===== src/rtl/fuzz_vector_harness.sv =====
// Stimulus/response harness: drives NUM_VEC generated vectors into a DUT
// and compresses the sampled DUT responses into a 32-bit MISR signature.
//
// Ports:
//   clk, rst          rising-edge clock, async active-high reset
//   start, mode, seed begin a run (IDLE/DONE only); generator select, LFSR seed
//   dut_in / dut_out  stimulus to the DUT / response from the DUT
//   busy, done        run in progress / run complete (held)
//   cap_valid         dut_out is being sampled this cycle
//   vec_idx           index of the vector currently applied
//   signature         MISR value, final once done is high
module fuzz_vector_harness #(
    parameter int          IN_W     = 256,
    parameter int          OUT_W    = 242,
    parameter int          NUM_VEC  = 21,
    parameter int          SETTLE   = 0,
    parameter logic [31:0] SIG_INIT = 32'hFFFF_FFFF,
    localparam int         VW       = (NUM_VEC > 1) ? $clog2(NUM_VEC) : 1
) (
    input  logic             clk,
    input  logic             rst,
    input  logic             start,
    input  logic [1:0]       mode,
    input  logic [31:0]      seed,
    output logic [IN_W-1:0]  dut_in,
    input  logic [OUT_W-1:0] dut_out,
    output logic             busy,
    output logic             done,
    output logic             cap_valid,
    output logic [VW-1:0]    vec_idx,
    output logic [31:0]      signature
);

    localparam int IN_CH  = (IN_W + 31) / 32;
    localparam int OUT_CH = (OUT_W + 31) / 32;
    localparam int CW     = (SETTLE > 1) ? $clog2(SETTLE) : 1;
    localparam logic [31:0] POLY = 32'h04C1_1DB7;

    typedef enum logic [1:0] {
        ST_IDLE,
        ST_SETTLE,
        ST_CAPTURE,
        ST_DONE
    } state_e;

    // State entered whenever a new vector is applied.
    localparam state_e ST_APPLY = (SETTLE > 0) ? ST_SETTLE : ST_CAPTURE;

    function automatic logic [31:0] step(input logic [31:0] s);
        return {s[30:0], 1'b0} ^ (s[31] ? POLY : 32'h0);
    endfunction

    function automatic logic [31:0] fold(input logic [OUT_W-1:0] x);
        logic [OUT_CH*32-1:0] pad;
        logic [31:0]          acc;
        pad            = '0;
        pad[OUT_W-1:0] = x;
        acc            = '0;
        for (int k = 0; k < OUT_CH; k++) begin
            acc ^= pad[k*32 +: 32];
        end
        return acc;
    endfunction

    state_e          state_q, state_d;
    logic [1:0]      mode_q, mode_d;
    logic [31:0]     lfsr_q, lfsr_d;
    logic [31:0]     sig_q, sig_d;
    logic [VW-1:0]   idx_q, idx_d;
    logic [IN_W-1:0] in_q, in_d;
    logic [CW-1:0]   cnt_q, cnt_d;

    logic            first;
    logic [1:0]      gen_mode;
    logic [31:0]     gen_seed;
    logic [31:0]     gen_lfsr;
    logic [IN_W-1:0] gen_vec;

    // Next vector generator. On a start edge it works from the live
    // mode/seed inputs, otherwise from the latched run state.
    always_comb begin
        logic [31:0]          s;
        logic [IN_CH*32-1:0]  chunks;
        first    = (state_q == ST_IDLE) || (state_q == ST_DONE);
        gen_mode = first ? mode : mode_q;
        gen_seed = lfsr_q;
        if (first) begin
            gen_seed = (seed == 32'h0) ? 32'h1 : seed;
        end
        s      = gen_seed;
        chunks = '0;
        for (int k = 0; k < IN_CH; k++) begin
            s                  = step(s);
            chunks[k*32 +: 32] = s;
        end
        gen_vec  = '0;
        gen_lfsr = gen_seed;
        unique case (gen_mode)
            2'd0: begin
                gen_vec  = IN_W'(chunks);
                gen_lfsr = s;
            end
            // Walking one as a rotate, avoiding an index modulo IN_W.
            2'd1: begin
                if (first) begin
                    gen_vec = IN_W'(1);
                end else begin
                    gen_vec = (in_q << 1) | (in_q >> (IN_W - 1));
                end
            end
            2'd2: begin
                gen_vec = first ? '0 : ~in_q;
            end
            // Vector 0 is zero and leaves the LFSR at the seed.
            2'd3: begin
                if (!first) begin
                    gen_vec  = IN_W'(chunks);
                    gen_lfsr = s;
                end
            end
            default: ;
        endcase
    end

    always_comb begin
        state_d = state_q;
        mode_d  = mode_q;
        lfsr_d  = lfsr_q;
        sig_d   = sig_q;
        idx_d   = idx_q;
        in_d    = in_q;
        cnt_d   = cnt_q;
        unique case (state_q)
            ST_IDLE, ST_DONE: begin
                if (start) begin
                    mode_d  = mode;
                    lfsr_d  = gen_lfsr;
                    sig_d   = SIG_INIT;
                    idx_d   = '0;
                    in_d    = gen_vec;
                    cnt_d   = '0;
                    state_d = ST_APPLY;
                end
            end
            ST_SETTLE: begin
                if (cnt_q == CW'(SETTLE - 1)) begin
                    state_d = ST_CAPTURE;
                end else begin
                    cnt_d = cnt_q + CW'(1);
                end
            end
            ST_CAPTURE: begin
                sig_d = step(sig_q) ^ fold(dut_out);
                if (idx_q == VW'(NUM_VEC - 1)) begin
                    state_d = ST_DONE;
                end else begin
                    idx_d   = idx_q + VW'(1);
                    in_d    = gen_vec;
                    lfsr_d  = gen_lfsr;
                    cnt_d   = '0;
                    state_d = ST_APPLY;
                end
            end
            default: ;
        endcase
    end

    always_ff @(posedge clk or posedge rst) begin
        if (rst) begin
            state_q <= ST_IDLE;
            mode_q  <= '0;
            lfsr_q  <= '0;
            sig_q   <= '0;
            idx_q   <= '0;
            in_q    <= '0;
            cnt_q   <= '0;
        end else begin
            state_q <= state_d;
            mode_q  <= mode_d;
            lfsr_q  <= lfsr_d;
            sig_q   <= sig_d;
            idx_q   <= idx_d;
            in_q    <= in_d;
            cnt_q   <= cnt_d;
        end
    end

    assign busy      = (state_q == ST_SETTLE) || (state_q == ST_CAPTURE);
    assign done      = (state_q == ST_DONE);
    assign cap_valid = (state_q == ST_CAPTURE);
    assign dut_in    = in_q;
    assign vec_idx   = idx_q;
    assign signature = sig_q;

endmodule


===== config.mk =====
export PLATFORM = sky130hd
export DESIGN_NAME = fuzz_vector_harness
export DESIGN_NICKNAME = d
export VERILOG_FILES = /design/src/rtl/fuzz_vector_harness.sv
export SDC_FILE = /design/constraint.sdc
export NUM_CORES = 1
export LEC_CHECK = 0
export ABC_AREA = 1
export CAP_MARGIN = 25
export CORE_MARGIN = 1.5
export CORE_UTILIZATION = 46
export CTS_BUF_LIST = sky130_fd_sc_hd__clkbuf_8
export CTS_CLUSTER_SIZE = 24
export DETAILED_ROUTE_END_ITERATION = 10
export PLACE_DENSITY_LB_ADDON = 0.05
export RECOVER_POWER = 50
export SLEW_MARGIN = 0
export SYNTH_ARGS = -nofsm -noshare
export SYNTH_HDL_FRONTEND = slang
export SYNTH_SLANG_ARGS = --single-unit

===== constraint.sdc =====
create_clock -name clk -period 12.2 [get_ports clk]
set_input_delay 3.05 -clock clk [delete_from_list [all_inputs] [get_ports clk]]
set_output_delay 3.05 -clock clk [all_outputs]
set_load 0.01 [all_outputs]

==> metrics.txt, run 1 <==
min cycle time layout=7930 ps; WP data required=between 10000 and 15000 ps; Reg clk slew, reported paths=approximately 60 ps; hpwl dp=roughly 70 mm; post-synthesis instance area=21900 sq um; # H-tree levels=2; sequential fraction of the synthesis area=0.376; via count=23800; worst flop-to-flop path startpoint=state_q[0]; WL per Instance=23.8 um; Slew Viols, Final=225; global-route wire length before repair=143 mm; crit path launch=start; CTS tree=done; status=finished, violations left; final layout net count=3679; synth unique cells=53; share of the synthesized area in the top cell type=0.376; ys async rst share=1.00; min-delay src=lfsr_q[7]; Post-Syn Nets=between 3000 and 4000; number of global-route vias before repair=22600; leading post-synthesis cells by cell area=dfrtp_1, nand2_1, xnor2_1; Global Route Usage Sum=0.382; DRC errors left=0; Top FF cell, synth=dfrtp_1; Mapped Avg Cell Area=7.54 sq um; Setup TNS=0 ps; DR iter-0 viols=2946; Port Buffers=approximately 570; initial cell density of the core=0.469; Post-synth EDFFs=0; kind of critical path=input port to flip-flop; core area=between 40000 and 50000 sq um; IO Count=approximately 580; final hold vios=0; WP data arrival=about 8500 ps; RSZ-0062 raised after global routing=false; CP max FO=75; TritonCTS Buffers=58; fillers=4192; # rows=79; area of the multi-input gates=about 11000 sq um; Worst Clk Skew=35.5 ps; Register Area=8260 sq um; final worst path period share=0.650; Die Y=~220 um; die width=between 200 and 250 um; CTS resizes=0; vias per cell=a little under 6; Mapped Cells=2910; CP endpoint kind=flip-flop; Root Driver=clkbuf_8; Fmax=126 MHz; Slew Limit Headroom=-2.83; largest net degree at the start of global routing=127; First-pass DRT Iterations=8; die area=around 49000 sq um; routability cong.=0.959; clock sink count=between 300 and 400; total gr overflow=0; share of cells above drive strength 1=0.0551; Hold-fix buffers, CTS=0; largest area contributor in the netlist=dfrtp_1; Yosys reg bits=330; Post-DRT Antenna Nets=0; clock buffer depth=3; antenna violations before repair=5; Yosys warning count=0; max-cap check violation count=4; final setup fails=0; failing checks=capacitance limit, slew limit; setup bufs post-CTS=0; Worst Tran Pin Value=about 5800 ps; WL final=between 90 and 100 mm; Worst-Skew Late Latency=700 ps; startpoint types=input port; area added between synthesis and finish=33.2%; Min-Delay Path Class=flip-flop to flip-flop
==> cell usage after synthesis, drive strengths merged (9+ instances only) <==
cell and number:
or2 20, o21ai 239, nand3 64, nor2 227, xor2 111, inv 366
xnor2 179, nand2 538, a21oi 235, dfrtp 330, clkbuf 114, o221ai 45
a31oi 21, nor3 16, o211ai 37, ha 9, a22oi 114, o22ai 125
buf 74, a2bb2oi 12
==> cells by family (layout without fill, tap and decap cells) <==
kind of cell	Yosys count	in the layout	share of synthesized area
fa+ha+maj	9	9	0.00513
simple gates	873	873	0.160
compound gates	853	853	0.237
other cells	0	5	0
xor+xnor	290	290	0.120
flops	330	330	0.376
buf+inv	555	1076	0.101
==> path summary, 6_finish.rpt <==
kind	end	slack (ps)	cells after the start
max in group asynchronous	dut_in[82]	5000	2
setup / recovery	dut_in[114]	4270	10
hold / removal	lfsr_q[7]	480	2
setup reg to reg	dut_in[114]	4900	10
min in group asynchronous	signature[28]	4560	2
hold reg to reg	lfsr_q[7]	480	2
==> layer usage <==
| metal | part of all wire | track usage |
|---|---|---|
| met5 | 0 | 0 |
| met4 | 0.053 | 0.189 |
| met1 | 0.38 | 0.478 |
| met2 | 0.48 | 0.634 |
| met3 | 0.090 | 0.0730 |
==> cells in the final DEF, fill, tap and decap left out, drive strengths merged, types with 9 or more instances in the layout <==
cell | netlist | final
nor2 | 227 | 227
nor3 | 16 | 16
xor2 | 111 | 111
inv | 366 | 380
o22ai | 125 | 125
clkdlybuf4s50 | 0 | 463
a21oi | 235 | 235
clkinv | 1 | 13
ha | 9 | 9
dlygate4sd3 | 0 | 111
buf | 74 | 30
nand2 | 538 | 538
or2 | 20 | 20
xnor2 | 179 | 179
dfrtp | 330 | 330
o211ai | 37 | 37
nand3 | 64 | 64
clkbuf | 114 | 75
a22oi | 114 | 114
a31oi | 21 | 21
a2bb2oi | 12 | 12
o221ai | 45 | 45
o21ai | 239 | 239
==> flip-flops by register name, indices dropped and copies added (netlist names) <==
signal / cells
cnt_q: 1
dut_in: 256
lfsr_q: 32
mode_q: 2
signature: 32
state_q: 2
vec_idx: 5
==> area by class of cell <==
cell class                      instances  area share
Timing Repair Buffer                  609       0.209
Antenna cell                            5    0.000428
Clock buffer                           70      0.0330
Inverter                              367      0.0477
Sequential cell                       330       0.283
Multi-Input combinational cell       2025       0.393
Clock inverter                         30     0.00775
Tap cell                              607      0.0260
==> critical path, cell delays in order <==
cell and delay [ps]:
dlygate4sd3_1 550, nand2_1 110, o21ai_0 1470, inv_1 350, nor2_4 240, clkbuf_1 1100
buf_4 830, o21ai_0 190, inv_1 390, a21oi_1 140
==> per-stage QoR <==
stage	cells	setup WS [ps]	area (sq um)	utilization	hold WS, ps
6_report	4043	4270	29200	0.625	477
5_1_grt	4042	3940	29200	0.625	507
4_1_cts	4033	5640	29100	0.623	482
3_5_place_dp	3933	4920	27900	0.597	466
3_3_place_gp	3931	4970	27900	0.596	462
2_1_floorplan	2910	10.2	21900	-	444
Power of run 1 is left out: the tool's default activity adds up to more than one toggle a clock period on the data nets, which glitch-free logic cannot reach.
==> run 2: changes to the inputs <==
--- a/config.mk
+++ b/config.mk
@@ -7,11 +7,11 @@
 export LEC_CHECK = 0
 export ABC_AREA = 1
 export CAP_MARGIN = 25
-export CORE_MARGIN = 1.5
-export CORE_UTILIZATION = 46
+export CORE_AREA = 2 2 224 226
 export CTS_BUF_LIST = sky130_fd_sc_hd__clkbuf_8
 export CTS_CLUSTER_SIZE = 24
 export DETAILED_ROUTE_END_ITERATION = 10
+export DIE_AREA = 0 0 226 228
 export PLACE_DENSITY_LB_ADDON = 0.05
 export RECOVER_POWER = 50
 export SLEW_MARGIN = 0
==> constraint.sdc (replaced) <==
create_clock -name clk -period 7.5 [get_ports clk]
set_input_delay 1.875 -clock clk [delete_from_list [all_inputs] [get_ports clk]]
set_output_delay 1.875 -clock clk [all_outputs]
set_load 0.01 [all_outputs]
==> metrics.txt, run 2 (synthesis results as in run 1) <==
fillers=4574 (+9.1%); antenna violations before repair=5 (unchanged); Register Area=8260 sq um (unchanged); max reg flops=256 (unchanged); Die Y=228 um (+3.0%); CP endpoint kind=output pin; Crit-path slowest cell=ha_1; DRC errors left=0 (unchanged); Fmax=around 170 MHz; global-route wire length before repair=146 mm (+1.9%); min cycle time layout=5920 ps; critical path cell sequence=inv_1, ha_1, buf_4, inv_2, clkdlybuf4s50_1; CTS tree=done; startpoint types=flip-flop; WL final=98.7 mm (+2.6%); WP data required=5620 ps (-7140 ps); hpwl dp=72.4 mm (+3.3%); largest net degree at the start of global routing=156 (+23%); final hold vios=0 (unchanged); DR iter-0 viols=2857 (-3.0%); Global Route Usage Sum=0.376 (-0.00682); Worst-Skew Late Latency=720 ps (+20 ps); Min-Delay Path Class=flip-flop to flip-flop; final layout net count=3679 (unchanged); Root Driver=clkbuf_8; # rows=82 (+3.8%); die area=51500 sq um (+5.1%); routability cong.=1.00 (+4.5%); kind of critical path=flip-flop to output pin; most frequent cells in the layout=nand2_1, clkdlybuf4s50_1, inv_1; max-cap check violation count=3 (-1); WL per Instance=24.0 um (+0.85%); Slew Limit Headroom=-1.07 (+1.77); IO Count=575 (unchanged); RSZ-0062 raised after global routing=false; Reg clk slew, reported paths=70 ps (about the same); Buf/Inv on CP=4 (-1); vias per cell=5.79 (-1.6%); area added between synthesis and finish=33.1% (about the same); number of global-route vias before repair=22900 (+1.5%); share of cells above drive strength 1=0.0533 (-0.00181); setup bufs post-CTS=0 (unchanged); failing checks=capacitance limit, slew limit; core area=49300 sq um (+5.6%); Worst Tran Pin Value=3100 ps (-2650 ps); CTS resizes=0 (unchanged); Slew Viols, Final=250 (+11%); Post-DRT Antenna Nets=0 (unchanged); final worst path period share=0.789; Worst Clk Skew=51.0 ps (+15.5 ps); First-pass DRT Iterations=7 (-1); total gr overflow=0 (unchanged); Setup TNS=0 ps (unchanged); area of the multi-input gates=11500 sq um (about the same); most common cell after layout, fill and taps aside=nand2_1; initial cell density of the core=0.445 (-0.0247); status=finished, violations left; WP data arrival=4050 ps (-4440 ps); Worst path max stage delay=1270 ps (-200 ps); CP max FO=39 (-48%); # H-tree levels=2 (unchanged); final setup fails=0 (unchanged); CP delay by family, top=buffers and inverters; TritonCTS Buffers=59 (+1.7%); clock sink count=330 (unchanged); via count=23800 (+0.12%); Hold-fix buffers, CTS=0 (unchanged); clock buffer depth=3 (unchanged); worst hold margin=482 ps (+5.27 ps); Port Buffers=574 (unchanged); die width=226 um (+2.1%)
==> run 2: area by class of cell <==
cell class,count,share of cell area
inverter,367,0.0479
clock buffer,72,0.0339
clock inverter,33,0.00510
timing repair buffer,608,0.207
multi-input combinational,2025,0.394
tap,672,0.0288
antenna,5,0.000428
sequential,330,0.283
==> run 2: final timing paths <==
path / start / slack, ps / cells after the start / end
worst max-delay path: state_q[0] / 1580 / 5 / busy
min in group asynchronous: rst / 1800 / 2 / dut_in[155]
max in group asynchronous: rst / 2140 / 3 / dut_in[1]
worst max register to register: state_q[0] / 2120 / 13 / dut_in[58]
worst min-delay path: lfsr_q[3] / 480 / 2 / lfsr_q[3]
worst min register to register: lfsr_q[3] / 480 / 2 / lfsr_q[3]
==> run 2: per-layer routing <==
layer | vias up | track usage | wire length [um]
li1 | 10600 | - | -
met2 | 1500 | 0.607 | 46700
met1 | 11400 | 0.471 | 36700
met5 | - | 0 | 0
met3 | 275 | 0.0751 | 9310
met4 | 0 | 0.203 | 6010
==> run 2: worst min-delay path, cell delays in order (launching register included) <==
cell	delay, ps
dfrtp_1	340
nand2_1	50
nand2_1	50
==> run 2: per-stage QoR <==
| step | util | worst slack, ps | cell area [sq um] | cells |
|---|---|---|---|---|
| 6_report | 0.592 | 1580 | 29200 | 4112 |
| 5_1_grt | 0.592 | 1350 | 29200 | 4112 |
| 4_1_cts | 0.592 | 2320 | 29200 | 4105 |
| 3_5_place_dp | 0.569 | 1890 | 28100 | 4000 |
| 3_3_place_gp | 0.569 | 1980 | 28100 | 4000 |
| 2_1_floorplan | - | 1220 | 21900 | 2910 |
Power of run 2 is left out for the same reason.
